[src/rtl/parking_lot_occupancy.sv]
// Parking lot occupancy counter with BCD tracking
// and a multiplexed active-low 7-segment display.
module parking_lot_occupancy #(
  parameter int CAPACITY     = 99,
  parameter int REFRESH_BITS = 18
) (
  input  logic       clk,
  input  logic       rst_n,
  input  logic       inc,
  input  logic       dec,
  input  logic       clr_err,
  output logic [6:0] count,
  output logic [3:0] bcd_tens,
  output logic [3:0] bcd_ones,
  output logic       full,
  output logic       empty,
  output logic       ovf_err,
  output logic       unf_err,
  output logic [6:0] seg,
  output logic [3:0] an
);

  localparam logic [6:0] CAP = 7'(CAPACITY);

  logic                    armed;
  logic                    up;
  logic                    dn;
  logic                    ovf_ev;
  logic                    unf_ev;
  logic [3:0]              tens_nx;
  logic [3:0]              ones_nx;
  logic [3:0]              digit;
  logic                    msb;
  logic [REFRESH_BITS-1:0] refresh;

  assign full  = (count == CAP);
  assign empty = (count == 7'd0);

  assign up     = armed & inc & ~dec & ~full;
  assign dn     = armed & dec & ~inc & ~empty;
  assign ovf_ev = armed & inc & ~dec & full;
  assign unf_ev = armed & dec & ~inc & empty;

  // armed stays low through the first edge after reset
  // release so pulses coinciding with release are dropped
  always_ff @(posedge clk or negedge rst_n) begin
    if (!rst_n) armed <= 1'b0;
    else        armed <= 1'b1;
  end

  // binary occupancy register
  always_ff @(posedge clk or negedge rst_n) begin
    if (!rst_n)  count <= 7'd0;
    else if (up) count <= count + 7'd1;
    else if (dn) count <= count - 7'd1;
  end

  // BCD digits stepped in lockstep with count
  always_comb begin
    tens_nx = bcd_tens;
    ones_nx = bcd_ones;
    unique case (1'b1)
      up: begin
        if (bcd_ones == 4'd9) begin
          ones_nx = 4'd0;
          tens_nx = bcd_tens + 4'd1;
        end else begin
          ones_nx = bcd_ones + 4'd1;
        end
      end
      dn: begin
        if (bcd_ones == 4'd0) begin
          ones_nx = 4'd9;
          tens_nx = bcd_tens - 4'd1;
        end else begin
          ones_nx = bcd_ones - 4'd1;
        end
      end
      default: ;
    endcase
  end

  // BCD digit registers
  always_ff @(posedge clk or negedge rst_n) begin
    if (!rst_n) begin
      bcd_tens <= 4'd0;
      bcd_ones <= 4'd0;
    end else begin
      bcd_tens <= tens_nx;
      bcd_ones <= ones_nx;
    end
  end

  // sticky error flags, set wins over clear
  always_ff @(posedge clk or negedge rst_n) begin
    if (!rst_n) begin
      ovf_err <= 1'b0;
      unf_err <= 1'b0;
    end else begin
      ovf_err <= ovf_ev | (ovf_err & ~clr_err);
      unf_err <= unf_ev | (unf_err & ~clr_err);
    end
  end

  // free-running display refresh counter
  always_ff @(posedge clk or negedge rst_n) begin
    if (!rst_n) refresh <= '0;
    else        refresh <= refresh + 1'b1;
  end

  assign msb   = refresh[REFRESH_BITS-1];
  assign digit = msb ? bcd_tens : bcd_ones;
  assign an    = msb ? 4'b1101 : 4'b1110;

  // segment decode with leading-zero blanking on tens
  always_comb begin
    seg = 7'b1111111;
    if (!(msb && bcd_tens == 4'd0)) begin
      unique case (digit)
        4'd0:    seg = 7'b1000000;
        4'd1:    seg = 7'b1111001;
        4'd2:    seg = 7'b0100100;
        4'd3:    seg = 7'b0110000;
        4'd4:    seg = 7'b0011001;
        4'd5:    seg = 7'b0010010;
        4'd6:    seg = 7'b0000010;
        4'd7:    seg = 7'b1111000;
        4'd8:    seg = 7'b0000000;
        4'd9:    seg = 7'b0010000;
        default: seg = 7'b1111111;
      endcase
    end
  end

endmodule

[config.mk]
export PLATFORM = sky130hd
export DESIGN_NAME = parking_lot_occupancy
export DESIGN_NICKNAME = d
export VERILOG_FILES = /design/src/rtl/parking_lot_occupancy.sv
export SDC_FILE = /design/constraint.sdc
export NUM_CORES = 1
export LEC_CHECK = 0
export CAP_MARGIN = 20
export CELL_PAD_IN_SITES_DETAIL_PLACEMENT = 0
export CELL_PAD_IN_SITES_GLOBAL_PLACEMENT = 1
export CORE_MARGIN = 2
export CORE_UTILIZATION = 42
export CTS_BUF_LIST = sky130_fd_sc_hd__clkbuf_16
export DETAILED_ROUTE_END_ITERATION = 8
export PLACE_DENSITY = 0.82
export SETUP_SLACK_MARGIN = 0.1
export SLEW_MARGIN = 20
export SYNTH_ARGS = -nofsm -noshare
export SYNTH_HDL_FRONTEND = slang
export SYNTH_SLANG_ARGS = --single-unit
[constraint.sdc]
create_clock -name clk -period 2.8 [get_ports clk]
set_clock_uncertainty 0.1 [all_clocks]
set_input_delay 0.28 -clock clk [delete_from_list [all_inputs] [get_ports clk]]
set_output_delay 0.28 -clock clk [all_outputs]
set_load 0.005 [all_outputs]
==> impl_metrics.toml, run 1 <==
[setup_path]
crit_path_start_kind = "flip-flop"
required_ns = 2.42
endpoint_kind = "output pin"
worstSetupPathType = "flip-flop to output pin"
cp.arrival_ns = 2.22
ff2ff_path_depth = 9
cp_max_fo = 8

[synthesis]
ys_types = 46
postSynthAreaPerCell_um2 = 10.4
syn_area_um2 = 2240
seq_area_frac_synth_pct = 40.1
synth-seq-cells = 36
synth_cells = 215
yosysWarnings = 0

[timing]
finalSetupTns_ns = 0
fmax_mhz = 385
rsz0062_at_grt = "no"
hold_viol = 0
min_period_over_period_pct = 92.8
setup_ws_ns = 0.202
period_minus_slack_ns = 2.60
setup_viol_count_final = 0
slew_viol_final = 0

[place]
numPortBuffers = 32
pre_cts_ws_ns = 0.0942
place_hpwl_mm = 3.01
gp_congestion = 0.795
numPlacedInstances = 320

[global_routing]
grt_pass1_wl_mm = 7.18
antenna_found_initial = 0
grt_usage_pct = 15.1
grt_pass1_vias = 1540
overflow = 0
grt_max_degree = 37

[die]
die_y_um = 77.1
die-area_um2 = 5950
ios = 35
die_width_um = 77.1
initial_core_util_pct = 43.7
rows = 26
core_area_um2 = 5140

[min_path]
hold_class = "input pin to asynchronous set/reset pin"

[cells_and_area]
n_antenna_cell = 0
drive_gt1_share_pct = 15.5
instances_no_fill = 328
nNetsFinal = 277
syn2layout_area_growth_pct = 26.7

[drt]
dr_total_vias = 1625
ant_nets = 0
drc_errors = 0
drt_iter0_markers = 67
wire_per_inst_um = 12.6
drtPass1Iterations = 4
drt-total-wl_mm = 4.12
viasPerCell = 4.95

[clock_network]
ctsResizeCount = 3
tritoncts = "done"
clkSinkCount = 36
ctsHoldBuffers = 0
insertion_delay_ns = 0.27
path_clk_slew_ns = 0.05
root_buffer = "clkbuf_16"
cts.path.max_buffers = 2
cts_setup_buffers = 0
htree_levels = 2
cts-buffers-inserted = 5

[pwr]
switchingPower_mw = 0.931
switching_share_pct = 35.5
pwr-share-comb_pct = 49.5
p_seq_share_pct = 30.7
ir_worst_vdd_uv = 600
clkPwrFrac_pct = 19.9
p_per_area_nw_per_um2 = 921
internal-power_mw = 1.69
power_leakage_nw = 1.25

[job]
drv_cap = 0

[status]
status = "complete, no violations"
## cell usage in the layout (no fill, tap or decap), types with 5 or more instances in the layout
master,n
a21oi_1,9
buf_4,8
clkbuf_16,5
clkdlybuf4s50_1,32
dfrtp_1,35
ha_1,13
inv_1,16
mux2_4,7
nand2_1,13
nand3_1,12
nor2_1,9
o21ai_0,9
xnor2_1,22
## area by class of cell
| class | instances | area [um^2] |
|---|---|---|
| Clock inverter | 3 | 15.0 |
| Tap cell | 70 | 87.6 |
| Fill cell | 481 | 2300 |
| Inverter | 16 | 60.1 |
| Sequential cell | 36 | 902 |
| Multi-Input combinational cell | 158 | 1270 |
| Clock buffer | 5 | 125 |
| Timing Repair Buffer | 40 | 380 |
## routing by layer
metal	GRT usage, %	part of all wire, %	wire length [um]	vias to the layer above
met5	0	0	0	-
li1	-	-	-	823
met3	2.47	3.1	128	4
met4	6.43	0.99	41	0
met1	20.5	50	2050	767
met2	24.1	46	1900	31
## sequential cells by signal, indices dropped and copies added (netlist names)
register / count
armed: 1
refresh: 18
bcd_tens: 4
count: 7
unf_err: 1
ovf_err: 1
bcd_ones: 4
## kinds of logic (layout without fill, tap and decap cells)
| family | after synthesis | in the layout | share of synthesized area [%] |
|---|---|---|---|
| and+or+nand+nor | 63 | 63 | 17.1 |
| AOI/OAI and AO/OA | 37 | 37 | 11.1 |
| DFF | 36 | 36 | 40.1 |
| xor gates and xnor gates | 26 | 26 | 10.1 |
| buffers and inverters | 23 | 64 | 4.40 |
| adders and majority gates | 15 | 15 | 9.03 |
| muxes | 14 | 14 | 7.86 |
| other | 1 | 3 | 0.167 |
## final timing paths
kind | start | endpoint | slack (ns)
worst min-delay path | rst_n | refresh[4] | 0.32
max in group asynchronous | rst_n | refresh[17] | 1.94
min in group clk | refresh[0] | refresh[0] | 0.35
worst max-delay path | refresh[17] | seg[3] | 0.20
worst max register to register | count[5] | count[6] | 0.29
worst min register to register | refresh[0] | refresh[0] | 0.35
## stage by stage
step	utilization (%)	cell area, um^2	total power, mW	hold slack [ns]
3_3_place_gp	52.2	2680	2.07	0.338
5_1_grt	55.3	2840	2.83	0.363
4_1_cts	55.1	2830	2.63	0.345
6_report	55.3	2840	2.62	0.317
3_5_place_dp	52.2	2680	2.08	0.343
2_1_floorplan	-	2250	1.55	-0.116
## cell usage after synthesis, drive strengths merged
master  number  share of area [%]
a21o         4                1.4
o22ai        2               0.56
nor4         2                1.5
nor3         4                1.4
a22oi        1               0.56
or3          1               0.28
mux2         8                5.2
fa           2                1.8
nor3b        1               0.33
nand3       12                2.7
clkbuf       3               0.50
nand3b       2               0.67
a21oi       10                2.4
o21ai       10                2.2
o21bai       2               0.67
o211ai       2               0.67
xor2         4                1.6
inv         16                2.7
mux2i        6                2.7
dfrtp       36                 40
nand2b       2               0.56
a311oi       1               0.39
a22o         1               0.78
and3b        1               0.39
xnor2       22                8.6
nand2       18                4.6
o221a        1               0.50
a211oi       3                1.0
buf          4                1.2
and4         3                1.2
nand4        4                1.1
ha          13                7.2
nor2b        2               0.56
nor2        11                1.8
conb         1               0.17
## critical path, stage by stage (launching register included)
cell and delay (ns):
dfrtp_2 0.50, mux2i_2 0.36, ha_1 0.30, nand2_1 0.07
o21ai_0 0.07, o21ai_0 0.13, clkdlybuf4s50_1 0.52
## power groups by stage
stage          Clock, mW  Combinational, mW  Sequential [mW]
2_1_floorplan          0              0.766            0.788
3_3_place_gp           0               1.27            0.800
3_5_place_dp           0               1.28            0.797
4_1_cts            0.534               1.30            0.801
5_1_grt            0.567               1.44            0.826
6_report           0.520               1.30            0.803
Note: power is estimated with default switching activity, not from simulation.
==> run 2: changes to the inputs <==
--- a/config.mk
+++ b/config.mk
@@ -9,10 +9,10 @@
 export CELL_PAD_IN_SITES_DETAIL_PLACEMENT = 0
 export CELL_PAD_IN_SITES_GLOBAL_PLACEMENT = 1
 export CORE_MARGIN = 2
-export CORE_UTILIZATION = 42
+export CORE_UTILIZATION = 45
 export CTS_BUF_LIST = sky130_fd_sc_hd__clkbuf_16
 export DETAILED_ROUTE_END_ITERATION = 8
-export PLACE_DENSITY = 0.82
+export PLACE_DENSITY = 0.87
 export SETUP_SLACK_MARGIN = 0.1
 export SLEW_MARGIN = 20
 export SYNTH_ARGS = -nofsm -noshare
==> constraint.sdc (replaced) <==
create_clock -name clk -period 3.08 [get_ports clk]
set_clock_uncertainty 0.1 [all_clocks]
set_input_delay 0.308 -clock clk [delete_from_list [all_inputs] [get_ports clk]]
set_output_delay 0.308 -clock clk [all_outputs]
set_load 0.005 [all_outputs]
==> run 2 against run 1 <==
Compared with the run above:
- cell count fell by 2.1%
- wire length fell by 2.8%
- sequential cell count did not move
- critical path type unchanged
- critical endpoint is now seg[2]
==> impl_metrics.toml, run 2 (same netlist as run 1, synthesis figures left out) <==
[status]
status = "complete, no violations"

[cells_and_area]
seq_area_um2 = 901
fin_area_um2 = 2800
drive_gt1_share_pct = 13.8
n_antenna_cell = 0
multi_input_area_um2 = 1260
final_common_cell = "dfrtp_1"
syn2layout_area_growth_pct = 24.7
nNetsFinal = 273
largest-register = "refresh"
final_cell_mix = "36 x dfrtp_1, 32 x clkdlybuf4s50_1, 22 x xnor2_1"
fin_util_pct = 58.9
largest_reg_flops = 18
nFillCells = 435
reg_top3 = "refresh (18), count (7)"
instances_no_fill = 321

[setup_path]
slowest_delay_ns = 0.56
path_buf_inv = 2
worstSetupPathType = "flip-flop to output pin"
critPathTopFamily = "buffers and inverters"
cp_max_fo = 8
endpoint_kind = "output pin"
crit_path_start_kind = "flip-flop"
reg2reg_slack_ns = 0.52
cp.arrival_ns = 2.36
crit_top_cell = "nor2_1"
crit_cells = 7
cpMaxStageDelayCell = "dfrtp_1"
ff2ff_path_depth = 9
required_ns = 2.67
crit_chain = "mux2i_2 -> inv_1 -> nor2_1 -> nor2_1 -> nor2_1 -> o21ai_0 -> clkdlybuf4s50_1"

[clock_network]
cts.path.max_buffers = 2
htree_levels = 2
root_buffer = "clkbuf_16"
insertion_delay_ns = 0.28
cts_setup_buffers = 0
cts-buffers-inserted = 5
ctsHoldBuffers = 0
clkSinkCount = 36
tritoncts = "done"
path_clk_slew_ns = 0.06

[global_routing]
grt_usage_pct = 16.1
grt_pass1_vias = 1469
overflow = 0
antenna_found_initial = 0
grt_pass1_wl_mm = 6.83
grt_max_degree = 37

[job]
drv_cap = 0

[drt]
drt_iter0_markers = 54
drc_errors = 0
viasPerCell = 5.09
drtPass1Iterations = 4
drt-total-wl_mm = 4.01
ant_nets = 0
wire_per_inst_um = 12.5
dr_total_vias = 1633

[min_path]
hold_class = "input pin to asynchronous set/reset pin"

[timing]
fmax_mhz = 362
setup_ws_ns = 0.316
min_period_over_period_pct = 89.7
hold_viol = 0
setup_viol_count_final = 0
holdWs_ns = 0.346
rsz0062_at_grt = "no"
slew_viol_final = 0
finalSetupTns_ns = 0
period_minus_slack_ns = 2.76

[pwr]
p_per_area_nw_per_um2 = 843
switching_share_pct = 35.8
ir_worst_vdd_uv = 469
clkPwrFrac_pct = 20.8
p_seq_share_pct = 31.8
internal-power_mw = 1.51
switchingPower_mw = 0.846
p_total_mw = 2.36
pwr-share-comb_pct = 47.4
power_leakage_nw = 1.24

[place]
numPlacedInstances = 313
place_area_um2 = 2650
place_hpwl_mm = 2.90
numPortBuffers = 32
gp_congestion = 0.883
pre_cts_ws_ns = 0.248

[die]
rows = 25
core_area_um2 = 4750
initial_core_util_pct = 47.2
die_width_um = 74.6
ios = 35
die-area_um2 = 5570
die_y_um = 74.6
[run 2: changes by cell type in the layout (fill, tap and decap cells not counted), moves of 2 or more]
cell	change
nor2_1	+2
nor2_2	-2
clkinv_2	+2
buf_4	-4
[run 2: per-layer routing]
layer  wire (um)  GRT usage, %  share of wire, %  vias to the layer above
li1            -             -                 -                      820
met1        1970          22.6                49                      773
met2        1780          24.1                44                       34
met3         178          4.02               4.4                        6
met4          81          6.55               2.0                        0
met5           0             0                 0                        -
[run 2: power by group through the flow]
stage	Combinational (mW)	Sequential [mW]	Clock (mW)
6_report	1.12	0.751	0.491
5_1_grt	1.24	0.770	0.528
4_1_cts	1.12	0.748	0.502
3_5_place_dp	1.12	0.752	0
3_3_place_gp	1.10	0.755	0
2_1_floorplan	0.696	0.716	0
[run 2: path summary, 6_finish.rpt]
| path | startpoint | to |
|---|---|---|
| max | refresh[17] | seg[2] |
| min in group clk | refresh[0] | refresh[0] |
| min reg2reg | refresh[0] | refresh[0] |
| max in group asynchronous | rst_n | armed |
| min | rst_n | bcd_tens[0] |
| max reg2reg | count[6] | count[6] |
[run 2: layout make-up]
class	instances	share of cell area, %
Multi-Input combinational cell	158	45.0
Sequential cell	36	32.2
Timing Repair Buffer	36	12.5
Clock buffer	5	4.47
Tap cell	67	3.00
Inverter	16	2.15
Clock inverter	3	0.671
[run 2: timing repair]
| action | CTS | global route |
|---|---|---|
| hold endpoints to repair | 0 | 0 |
| setup endpoints to repair | 0 | 4 |
| resized for setup | 0 | 2 |
